File: config.mk
export PLATFORM = sky130hd
export DESIGN_NAME = uart_tx_frame_flat
export DESIGN_NICKNAME = d
export VERILOG_FILES = /design/src/rtl/uart_pkg.sv /design/src/rtl/uart_tx_frame_if.sv /design/src/rtl/baud_edge_det.sv /design/src/rtl/uart_tx_frame.sv /design/src/flat_wrapper.sv
export SDC_FILE = /design/constraint.sdc
export NUM_CORES = 1
export LEC_CHECK = 0
export ABC_CLOCK_PERIOD_IN_PS = 4100
export BUFFER_PORTS_ARGS = -buffer_cell sky130_fd_sc_hd__buf_4
export CAP_MARGIN = 20
export CORE_UTILIZATION = 61
export CTS_CLUSTER_DIAMETER = 100
export DETAILED_ROUTE_END_ITERATION = 10
export GPL_TIMING_DRIVEN = 0
export PLACE_DENSITY = 0.84
export SLEW_MARGIN = 20
export SYNTH_ARGS = -nofsm -noshare
export SYNTH_HDL_FRONTEND = slang
export SYNTH_SLANG_ARGS = --single-unit
File: constraint.sdc
create_clock -name clock -period 4.1 [get_ports clock]
set_input_delay 0.82 -clock clock [delete_from_list [all_inputs] [get_ports clock]]
set_output_delay 0.82 -clock clock [all_outputs]
set_load 0.02 [all_outputs]
File: src/rtl/uart_pkg.sv
// Shared UART definitions: parity and stop encodings, the TX state encoding, and parity helpers.
// The receiver imports this package as well.
package uart_pkg;

  localparam logic [1:0] PAR_NONE = 2'b00;
  localparam logic [1:0] PAR_ODD  = 2'b01;
  localparam logic [1:0] PAR_EVEN = 2'b10;

  localparam logic STOP_ONE = 1'b0;
  localparam logic STOP_TWO = 1'b1;

  localparam logic [2:0] TX_IDLE   = 3'd0;
  localparam logic [2:0] TX_WAIT   = 3'd1;
  localparam logic [2:0] TX_START  = 3'd2;
  localparam logic [2:0] TX_DATA   = 3'd3;
  localparam logic [2:0] TX_PARITY = 3'd4;
  localparam logic [2:0] TX_STOP1  = 3'd5;
  localparam logic [2:0] TX_STOP2  = 3'd6;

  typedef enum logic [2:0] {
    StIdle   = TX_IDLE,
    StWait   = TX_WAIT,
    StStart  = TX_START,
    StData   = TX_DATA,
    StParity = TX_PARITY,
    StStop1  = TX_STOP1,
    StStop2  = TX_STOP2
  } tx_state_e;

  // 2'b11 is treated as no parity.
  function automatic logic parity_enabled(input logic [1:0] ptype);
    return (ptype == PAR_ODD) || (ptype == PAR_EVEN);
  endfunction

  // Narrower words are zero-extended by the caller, which leaves the XOR unchanged.
  function automatic logic parity_bit(input logic [7:0] data, input logic [1:0] ptype);
    return (ptype == PAR_ODD) ? ~^data : ^data;
  endfunction

endpackage

File: src/rtl/uart_tx_frame_if.sv
// Host-side request/status bundle of the UART transmit framer.
interface uart_tx_frame_if #(
  parameter int unsigned DATA_WIDTH = 8
);
  logic [DATA_WIDTH-1:0] data_in;
  logic                  send;
  logic [1:0]            parity_type;
  logic                  stop_bits;
  logic                  tx_out;
  logic                  active;
  logic                  done;

  modport master (
    output data_in, send, parity_type, stop_bits,
    input  tx_out, active, done
  );

  modport slave (
    input  data_in, send, parity_type, stop_bits,
    output tx_out, active, done
  );
endinterface

File: src/rtl/baud_edge_det.sv
// Registers the baud_gen square wave and emits a one-clock pulse on each rising edge.
module baud_edge_det (
  input  logic clock,
  input  logic rst,
  input  logic baud_out,
  output logic tick
);

  logic baud_q;

  always_ff @(posedge clock or negedge rst) begin
    if (!rst) begin
      baud_q <= 1'b0;
    end else begin
      baud_q <= baud_out;
    end
  end

  assign tick = baud_out & ~baud_q;

endmodule

File: src/rtl/uart_tx_frame.sv
// UART transmit framer: latches a word on send and shifts it out LSB-first as
// start, data, optional parity and one or two stop bits, one bit per baud tick.
module uart_tx_frame
  import uart_pkg::*;
#(
  parameter int unsigned DATA_WIDTH = 8
) (
  input  logic               clock,
  input  logic               rst,
  input  logic               baud_out,
  uart_tx_frame_if.slave     bus
);

  localparam int unsigned CntW = $clog2(DATA_WIDTH + 1);
  localparam logic [CntW-1:0] LastBit = CntW'(DATA_WIDTH - 1);

  logic                  tick;
  tx_state_e             state_q;
  logic [DATA_WIDTH-1:0] shift_q;
  logic [CntW-1:0]       cnt_q;
  logic                  par_en_q;
  logic                  par_bit_q;
  logic                  stop_two_q;
  logic                  tx_q;
  logic                  active_q;
  logic                  done_q;
  logic [7:0]            data_ext;

  assign data_ext = 8'(bus.data_in);

  baud_edge_det u_baud_edge_det (
    .clock    (clock),
    .rst      (rst),
    .baud_out (baud_out),
    .tick     (tick)
  );

  always_ff @(posedge clock or negedge rst) begin
    if (!rst) begin
      state_q    <= StIdle;
      shift_q    <= '0;
      cnt_q      <= '0;
      par_en_q   <= 1'b0;
      par_bit_q  <= 1'b0;
      stop_two_q <= 1'b0;
      tx_q       <= 1'b1;
      active_q   <= 1'b0;
      done_q     <= 1'b0;
    end else begin
      done_q <= 1'b0;
      unique case (state_q)
        StIdle: begin
          if (bus.send) begin
            // Parity is resolved here so later data_in changes cannot reach the frame.
            shift_q    <= bus.data_in;
            par_en_q   <= parity_enabled(bus.parity_type);
            par_bit_q  <= parity_bit(data_ext, bus.parity_type);
            stop_two_q <= (bus.stop_bits == STOP_TWO);
            active_q   <= 1'b1;
            state_q    <= StWait;
          end
        end
        StWait: begin
          if (tick) begin
            tx_q    <= 1'b0;
            state_q <= StStart;
          end
        end
        StStart: begin
          if (tick) begin
            tx_q    <= shift_q[0];
            cnt_q   <= '0;
            state_q <= StData;
          end
        end
        StData: begin
          if (tick) begin
            cnt_q <= cnt_q + 1'b1;
            if (cnt_q == LastBit) begin
              if (par_en_q) begin
                tx_q    <= par_bit_q;
                state_q <= StParity;
              end else begin
                tx_q    <= 1'b1;
                state_q <= StStop1;
              end
            end else begin
              tx_q    <= shift_q[1];
              shift_q <= shift_q >> 1;
            end
          end
        end
        StParity: begin
          if (tick) begin
            tx_q    <= 1'b1;
            state_q <= StStop1;
          end
        end
        StStop1: begin
          if (tick) begin
            if (stop_two_q) begin
              state_q <= StStop2;
            end else begin
              state_q  <= StIdle;
              active_q <= 1'b0;
              done_q   <= 1'b1;
            end
          end
        end
        StStop2: begin
          if (tick) begin
            state_q  <= StIdle;
            active_q <= 1'b0;
            done_q   <= 1'b1;
          end
        end
        default: begin
          state_q  <= StIdle;
          tx_q     <= 1'b1;
          active_q <= 1'b0;
        end
      endcase
    end
  end

  assign bus.tx_out = tx_q;
  assign bus.active = active_q;
  assign bus.done   = done_q;

endmodule

File: src/flat_wrapper.sv
// flat-port wrapper written by rule: the top's interface ports become plain ports
module uart_tx_frame_flat import uart_pkg::*;
#(
  parameter int unsigned DATA_WIDTH = 8
)
  (clock, rst, baud_out, bus_data_in, bus_send, bus_parity_type, bus_stop_bits, bus_tx_out, bus_active, bus_done);
  uart_tx_frame_if #(.DATA_WIDTH(DATA_WIDTH)) bus_i ();
  input  logic clock;
  input  logic rst;
  input  logic baud_out;
  input wire logic [$bits(bus_i.data_in)-1:0] bus_data_in;
  input wire logic [$bits(bus_i.send)-1:0] bus_send;
  input wire logic [$bits(bus_i.parity_type)-1:0] bus_parity_type;
  input wire logic [$bits(bus_i.stop_bits)-1:0] bus_stop_bits;
  output wire logic [$bits(bus_i.tx_out)-1:0] bus_tx_out;
  output wire logic [$bits(bus_i.active)-1:0] bus_active;
  output wire logic [$bits(bus_i.done)-1:0] bus_done;
  assign bus_i.data_in = bus_data_in;
  assign bus_i.send = bus_send;
  assign bus_i.parity_type = bus_parity_type;
  assign bus_i.stop_bits = bus_stop_bits;
  assign bus_tx_out = bus_i.tx_out;
  assign bus_active = bus_i.active;
  assign bus_done = bus_i.done;
  uart_tx_frame #(.DATA_WIDTH(DATA_WIDTH)) u_core (.clock(clock), .rst(rst), .baud_out(baud_out), .bus(bus_i));
endmodule
# == Word level (Yosys, flattened, before mapping) ==
# Index checks and enable logic that the tools add are counted.
# classes
div,0
magnitude_cmp,0
addsub,1
n_reduce_logical,14
n_eq_ne,19
n_mux,34
bitwise_logic,4
n_shift,0
mul,0
# op_table
operator,n
3-bit two-way mux,9
8-bit two-way mux,3
3-bit one-hot mux with 7 select lines,1
8-bit one-hot mux with 2 select lines,1
1-bit two-way mux,14
"2-bit by 1-bit inequality test with 1-bit output, second input constant",7
5-bit AND reduction,2
"3-bit == test, second input constant",3
4-bit two-way mux,2
4-bit one-hot mux with 2 select lines,1
8-bit AND reduction,1
8-bit XNOR reduction,1
8-bit XOR reduction,1
"3-bit by 2-bit == test with 1-bit output, second input constant",2
"2-bit inequality test, second input constant",3
1-bit one-hot mux with 5 select lines,1
"4-bit by 1-bit adder with 4-bit output, second input constant",1
"4-bit by 3-bit == test with 1-bit output, second input constant",1
1-bit one-hot mux with 4 select lines,1
4-bit AND reduction,1
2-bit nonzero test,2
4-bit OR reduction,1
"3-bit by 1-bit == test with 1-bit output, second input constant",1
3-bit logical NOT,1
9 further kinds,11
# word_totals
in_bits,15
latch_bits,0
regBits,22
word_cells,82
mem_bits_rw,0
romBits,0
output_inout_bits,3
n_memories,0

# == Longest topological paths before layout ==
# Gate-level depths: netlist of the first run.
# logic_depth
word_depth,4
ltp_mapped,6
ltp_nobuf,6

# == Modules after synthesis ==
# A second synthesis of the first run with hierarchy kept.
# unflattened
cells_unflattened,125
hier_area_um2,1271.2
# modules_own_cells
module,area_each_um2,seq_area_each_um2,instances,cells_per_inst
uart_tx_frame,1232.4,526.8,1,123
baud_edge_det,38.8,25.0,1,2

# == Worst setup path after synthesis of the first run ==
# OpenSTA, ideal clock, no wires.
# synth_path
path_kind,input to register
from,input bus_parity_type[1]
to,register u_core.par_bit_q
arrival_ns,1.935
setup_slack_ns,2.040
path_buffers,0
cell_stages,6
t_required_ns,3.975
setup_ns,0.125
path_cell_list,inv_1 ha_1 xnor2_1 xnor3_1 xnor2_1 mux2_2
# synth_via
elab_chain_cells,2
# synth_rtl
element,line_no,text
start: declaration,flat_wrapper.sv:13,input wire logic [$bits(bus_i.parity_type)-1:0] bus_parity_type;
2-bit by 1-bit == test with 1-bit output,uart_pkg.sv:37,return (ptype == PAR_ODD) ? ~^data : ^data;
1-bit two-way mux,uart_pkg.sv:37,
end signal: assignment,uart_tx_frame.sv:57,"par_bit_q <= parity_bit(data_ext, bus.parity_type);"
end: declaration,uart_tx_frame.sv:22,logic par_bit_q;
# No other way between the ends.
# A chain may end at the register's enable or synchronous reset.

# == Worst setup path after layout of the first run ==
# layout_path
from,input bus_parity_type[0]
to,register u_core.par_bit_q
# The elaborated chain is that of the path after synthesis.

==> impl_metrics.toml, run 1 <==
[status]
status = "finished clean"

[yosys]
synth.cell_area_um2 = 1350
syn_avg_cell_area_um2 = 11.1
yosysTopAreaCellShare_pct = 38.8
syn-num-nets = 139
synth_flop_cell = "dfrtp_1"
synth_edf_count = 0
synth.most_common_cell = "dfrtp_1"
ys_seq_area_share_pct = 40.8
synth_common_cells = "dfrtp_1, nand2_1, mux2_2"
async_flop_share_pct = 100
netlist-cell-type-count = 41
syn-instance-count = 122
ys_ff_latch = 22
yosys_warnings = 0
synth_area_leader_cell = "dfrtp_1"
synth_area_leaders = "dfrtp_1, mux2_2, mux2_4, xnor2_1, nand2_1"

[place]
port_buffers = 17
postPlaceCellArea_um2 = 1520
gp_congestion = 0.863
dpl.hpwl_um = 1930

[pwr]
leakagePower_nw = 0.723
irDropWorstVdd_mv = 0.464
p_per_area_nw_per_um2 = 704

[detailed_routing]
vias = 985
firstDrtPassIters = 4
drt_iter0_markers = 15
drc = 0
vias_per_cell = 5.79
wirelength_um = 2570
antenna_left = 0
drt-wirelength-per-cell_um = 15.1

[grt]
grt_overflow_total = 0
grt_pass1_wl_um = 4460
grt_max_degree = 23
antenna_found_initial = 0
grtUsageTotal_pct = 24.7
grt_pass1_vias = 917

[timing]
fmax_mhz = 527
setup_violations = 0
tightest_slew_ns = 0.438
finalSetupTns_ns = 0
timing.final.crit_share_pct = 46.3
period_needed_ns = 1.90
hold_viol = 0
fin_skew_ns = 0.00273
drv_slew = 0
slew-limit-headroom_pct = 70.8
grt_setup_unrepaired = "no"

[layout]
largest_reg_flops = 8
final_cell_area_um2 = 1550
largest_register = "u_core.shift_q"
fillCellCount = 136
fin_nets = 161
area_growth_pct = 14.6
multi_input_area_um2 = 736
seq_area_um2 = 552
antenna_cells = 0
largest_registers = "u_core.shift_q: 8 flops, u_core.cnt_q: 4 flops, u_core.state_q: 3 flops"
drive_gt1_share_pct = 34.3

[cts]
cts_max_level = 1
post_cts_buffers = 0
cts-root-buf = "clkbuf_4"
cts.path.max_buffers = 2
path_clk_slew_ns = 0.13
cts_hold_buf = 0
post_cts_resized = 0
cts_buffers = 3
worstSkewPairLatency_ns = 0.31
clkSinkCount = 22
cts_tree = "built"

[floorplan]
core_area_um2 = 2020
io_pins = 18
die_area_um2 = 2410
rows = 16
die_h_um = 49.1
initial_utilization_pct = 67.0
fp.dieW_um = 49.1

[critical_path]
worst_setup_path_start_kind = "primary input"
cp_max_fo = 1
crit_type = "in -> reg"
endpoint_kind = "flip-flop"
cp.required_ns = 4.31
path_cells = "buf_4 -> ha_1 -> xnor2_1 -> xnor3_1 -> xnor2_1 -> mux2_2"
crit_path_frequent_cell = "xnor2_1"
crit_path_top_delay_cell = "xnor3_1"
cpPeakStageDelay_ns = 0.42
cp.arrival_ns = 2.11

[flow_run]
drv_cap = 0

[worst_hold_path]
hold_class = "in -> async"
[cells in the final DEF (no fill, tap or decap), types with 2 or more instances in the layout]
cell	n
a21o_1	2
a21oi_1	6
and3_1	2
buf_2	2
buf_4	18
buf_6	2
clkbuf_4	3
dfrtp_1	21
ha_1	2
inv_1	6
mux2_2	9
mux2_4	6
mux2i_1	3
nand2_1	11
nand2b_1	2
nor2_1	2
nor2b_1	4
nor3_1	4
o21ai_0	8
xnor2_1	6
xor2_1	2
[power by group]
| group | internal (W) | total (W) | switching [W] |
|---|---|---|---|
| logic | 0.000314 | 0.000594 | 0.000280 |
| clock network | 0.0000542 | 0.000123 | 0.0000685 |
| registers | 0.000313 | 0.000375 | 0.0000623 |
| total | 0.000681 | 0.00109 | 0.000411 |
[path summary, 6_finish.rpt]
kind	start	slack (ns)	endpoint	cells after the start
max	bus_parity_type[0]	2.20	u_core.par_bit_q$_DFFE_PN0P_	6
min	rst	0.37	u_core.state_q[0]$_DFFE_PN0P_	1
max reg2reg	u_core.cnt_q[0]$_DFFE_PN0P_	2.29	u_core.shift_q[7]$_DFFE_PN0P_	5
min reg2reg	u_core.shift_q[4]$_DFFE_PN0P_	0.53	u_core.shift_q[4]$_DFFE_PN0P_	1
max in group asynchronous	rst	3.46	u_core.bus.tx_out$_DFFE_PN1P_	1
min in group clock	u_core.shift_q[4]$_DFFE_PN0P_	0.53	u_core.shift_q[4]$_DFFE_PN0P_	1
[worst max-delay path: cells and delay by family]
kind / cells / cell delay (ns)
adders and majority gates: 1 / 0.19
buffers and inverters: 1 / 0.11
muxes: 1 / 0.27
xor gates and xnor gates: 3 / 0.71
[cell type report]
cell class,count,share of cell area (%)
buffer,6,2.82
clock buffer,4,2.34
inverter,6,1.45
multi-input combinational,88,47.4
sequential,22,35.6
tap,27,2.18
timing repair buffer,17,8.23
[cells by family after synthesis]
| logic type | synth area share [%] |
|---|---|
| AOI/OAI and AO/OA | 14.8 |
| adders and majority gates | 1.85 |
| xor gates and xnor gates | 6.84 |
| DFF | 40.8 |
| buffers and inverters | 4.90 |
| muxes | 16.4 |
| and+or+nand+nor | 14.5 |
[stage by stage]
stage / worst slack [ns] / hold slack [ns] / power (W) / instances / utilization [%]
after floorplan: 2.04 / 0.474 / 0.000848 / 122 / -
after global placement: 1.89 / 0.488 / 0.000935 / 166 / 74.9
after CTS: 2.19 / 0.376 / 0.00109 / 170 / 76.7
after detailed placement: 1.87 / 0.500 / 0.000970 / 166 / 74.9
after global routing: 2.12 / 0.371 / 0.00117 / 170 / 76.7
final: 2.20 / 0.369 / 0.00109 / 170 / 76.7
[metal layers]
| metal | track usage, % | wire length, µm | up-vias |
|---|---|---|---|
| met4 | 8.82 | 47 | 0 |
| met2 | 42.2 | 1310 | 20 |
| li1 | - | - | 475 |
| met1 | 32.0 | 1150 | 483 |
| met5 | 0 | 0 | - |
| met3 | 2.80 | 70 | 7 |
Note: power is estimated with default switching activity, not from simulation.
==> run 2: changes to the inputs <==
--- a/config.mk
+++ b/config.mk
@@ -5,14 +5,15 @@
 export SDC_FILE = /design/constraint.sdc
 export NUM_CORES = 1
 export LEC_CHECK = 0
-export ABC_CLOCK_PERIOD_IN_PS = 4100
+export ABC_AREA = 1
+export ABC_CLOCK_PERIOD_IN_PS = 1800
 export BUFFER_PORTS_ARGS = -buffer_cell sky130_fd_sc_hd__buf_4
 export CAP_MARGIN = 20
-export CORE_UTILIZATION = 61
+export CORE_UTILIZATION = 56
 export CTS_CLUSTER_DIAMETER = 100
 export DETAILED_ROUTE_END_ITERATION = 10
 export GPL_TIMING_DRIVEN = 0
-export PLACE_DENSITY = 0.84
+export PLACE_DENSITY = 0.78
 export SLEW_MARGIN = 20
 export SYNTH_ARGS = -nofsm -noshare
 export SYNTH_HDL_FRONTEND = slang
==> constraint.sdc (replaced) <==
create_clock -name clock -period 1.8 [get_ports clock]
set_input_delay 0.36 -clock clock [delete_from_list [all_inputs] [get_ports clock]]
set_output_delay 0.36 -clock clock [all_outputs]
set_load 0.02 [all_outputs]
==> impl_metrics.toml, run 2 <==
[worst_hold_path]
hold_class = "in -> reg"
holdPathStages = 1

[yosys]
synth.cell_area_um2 = 1350
synth_common_cells = "nand2_1, inv_1, dfrtp_1"
syn-instance-count = 191
synth_edf_count = 0
ys_seq_area_share_pct = 41.0
syn_avg_cell_area_um2 = 7.05
synth.most_common_cell = "nand2_1"
synth_flop_cell = "dfrtp_1"
yosysTopAreaCellShare_pct = 39.0
yosys_warnings = 0
netlist-cell-type-count = 26
ys_ff_latch = 22
synth_area_leader_cell = "dfrtp_1"
syn-num-nets = 208
synth_area_leaders = "dfrtp_1, nand2_1, inv_1, o21ai_0, nand3_1"
async_flop_share_pct = 100

[floorplan]
fp.dieW_um = 51.0
rows = 17
io_pins = 18
initial_utilization_pct = 60.3
die_h_um = 51.0
die_area_um2 = 2600
core_area_um2 = 2230

[critical_path]
worst_setup_path_start_kind = "flip-flop"
crit_type = "reg -> reg"
path_cells = "buf_6 -> nor2_2 -> inv_2 -> nor2_2 -> inv_2 -> nand2_2 -> nand3_4 -> inv_4 -> nand2_1 -> o21ai_2"
crit_path_top_delay_cell = "dfrtp_1"
endpoint_kind = "flip-flop"
cp.arrival_ns = 1.77
crit_buf_inv = 4
cpPeakStageDelay_ns = 0.40
cp.required_ns = 2.07
worst-path-stages = 10
cp_top_family = "simple AND/OR/NAND/NOR gates"
cp_max_fo = 9
rr_worst_depth = 10

[place]
dp_cells = 236
gp_congestion = 0.869
port_buffers = 17
dpl.hpwl_um = 2140
postPlaceCellArea_um2 = 1510

[detailed_routing]
drc = 0
drt_iter0_markers = 33
drt-wirelength-per-cell_um = 11.0
wirelength_um = 2660
vias = 1223
firstDrtPassIters = 4
antenna_left = 0
vias_per_cell = 5.07

[grt]
grt_overflow_total = 0
met1_usage_pct = 29.1
busiest_layer = "met2"
grt_pass1_vias = 1157
grt_pass1_wl_um = 4690
use_met3_pct = 2.68
grt_max_degree = 23
antenna_found_initial = 0
grtUsageTotal_pct = 24.6
met2_usage_pct = 43.2

[layout]
multi_input_area_um2 = 663
area_growth_pct = 15.5
fin_cells = 241
final_common_cell = "nand2_1"
largest_register = "u_core.shift_q"
largest_reg_flops = 8
drive_gt1_share_pct = 18.8
largest_registers = "u_core.shift_q: 8 flops, u_core.cnt_q: 4 flops, u_core.state_q: 3 flops"
mostFrequentLayoutCells = "nand2_1, inv_1, dfrtp_1"
fin_nets = 231
antenna_cells = 0
seq_area_um2 = 552
fillCellCount = 203
final_cell_area_um2 = 1560

[pwr]
leakagePower_nw = 0.840
finalPower_w = 0.00228
p_per_area_nw_per_um2 = 1470
irDropWorstVdd_mv = 0.955

[timing]
fmax_mhz = 665
slew-limit-headroom_pct = 80.9
finalSetupTns_ns = 0
fin_skew_ns = 0.00979
grt_setup_unrepaired = "no"
setup_violations = 0
drv_slew = 0
tightest_slew_ns = 0.287
timing.final.crit_share_pct = 83.6
period_needed_ns = 1.50
hold_viol = 0

[cts]
cts_max_level = 1
cts_tree = "built"
clkSinkCount = 22
cts_buffers = 3
post_cts_buffers = 0
path_clk_slew_ns = 0.13
cts-root-buf = "clkbuf_4"
cts.path.max_buffers = 2
worstSkewPairLatency_ns = 0.32

[status]
status = "finished clean"

[flow_run]
drv_cap = 0
-- run 2: cell count changes in the layout (fill, tap and decap cells not counted), sizes merged, moves of 9 or more --
cell / delta
nand2: +66
inv: +24
mux2: -15
nand3: +11
o21ai: +10
nor2: +9
-- run 2: layout make-up --
cell class                 count  share of cell area (%)
buffer                         2                    1.05
clock buffer                   4                    2.33
inverter                      30                    7.40
multi-input combinational    137                    42.6
sequential                    22                    35.5
tap                           28                    2.25
timing repair buffer          18                    8.85
-- run 2: metal layers --
layer | share of wire, % | vias up
li1 | - | 637
met1 | 45 | 563
met2 | 50 | 18
met3 | 2.7 | 5
met4 | 2.1 | 0
met5 | 0 | -
-- run 2: worst paths after layout --
| kind | slack (ns) | startpoint | end |
|---|---|---|---|
| worst max-delay path | 0.30 | u_core.state_q[0]$_DFFE_PN0P_ | u_core.shift_q[5]$_DFFE_PN0P_ |
| worst min register to register | 0.45 | u_core.stop_two_q$_DFFE_PN0P_ | u_core.bus.done$_DFF_PN0_ |
| worst max register to register | 0.30 | u_core.state_q[0]$_DFFE_PN0P_ | u_core.shift_q[5]$_DFFE_PN0P_ |
| max in group asynchronous | 1.07 | rst | u_core.bus.tx_out$_DFFE_PN1P_ |
| min in group asynchronous | 0.44 | rst | u_core.shift_q[6]$_DFFE_PN0P_ |
| worst min-delay path | 0.14 | baud_out | u_core.u_baud_edge_det.baud_q$_DFF_PN0_ |
-- run 2: report_power, final --
| part | switching [W] | internal, W |
|---|---|---|
| Clock | 0.000159 | 0.000124 |
| Combinational | 0.000735 | 0.000418 |
| Sequential | 0.000135 | 0.000710 |
-- run 2: stage by stage --
stage | hold slack, ns | util, % | worst slack, ns
finish | 0.142 | 69.6 | 0.296
global route | 0.132 | 69.6 | 0.192
CTS | 0.135 | 69.6 | 0.283
detailed placement | 0.265 | 67.6 | 0.301
global placement | 0.257 | 67.6 | 0.317
floorplan | 0.0644 | - | 0.489
-- run 2: cells by family (layout without fill, tap and decap cells) --
family                   after synthesis  count (layout)  share of synthesized area (%)
flip-flops                            22              22                           41.0
buffers and inverters                 32              54                           9.76
AO/OA/AOI/OAI                         25              25                           9.95
AND/OR/NAND/NOR                      106             106                           34.9
adder cells (fa/ha/maj)                2               2                           1.86
XOR/XNOR                               4               4                           2.60
-- run 2: what timing repair did --
item                                    CTS  global route
hold buffers                              1             0
endpoints found under the setup margin    0             0
gates resized for setup                   0             0
endpoints found under the hold margin    21             0
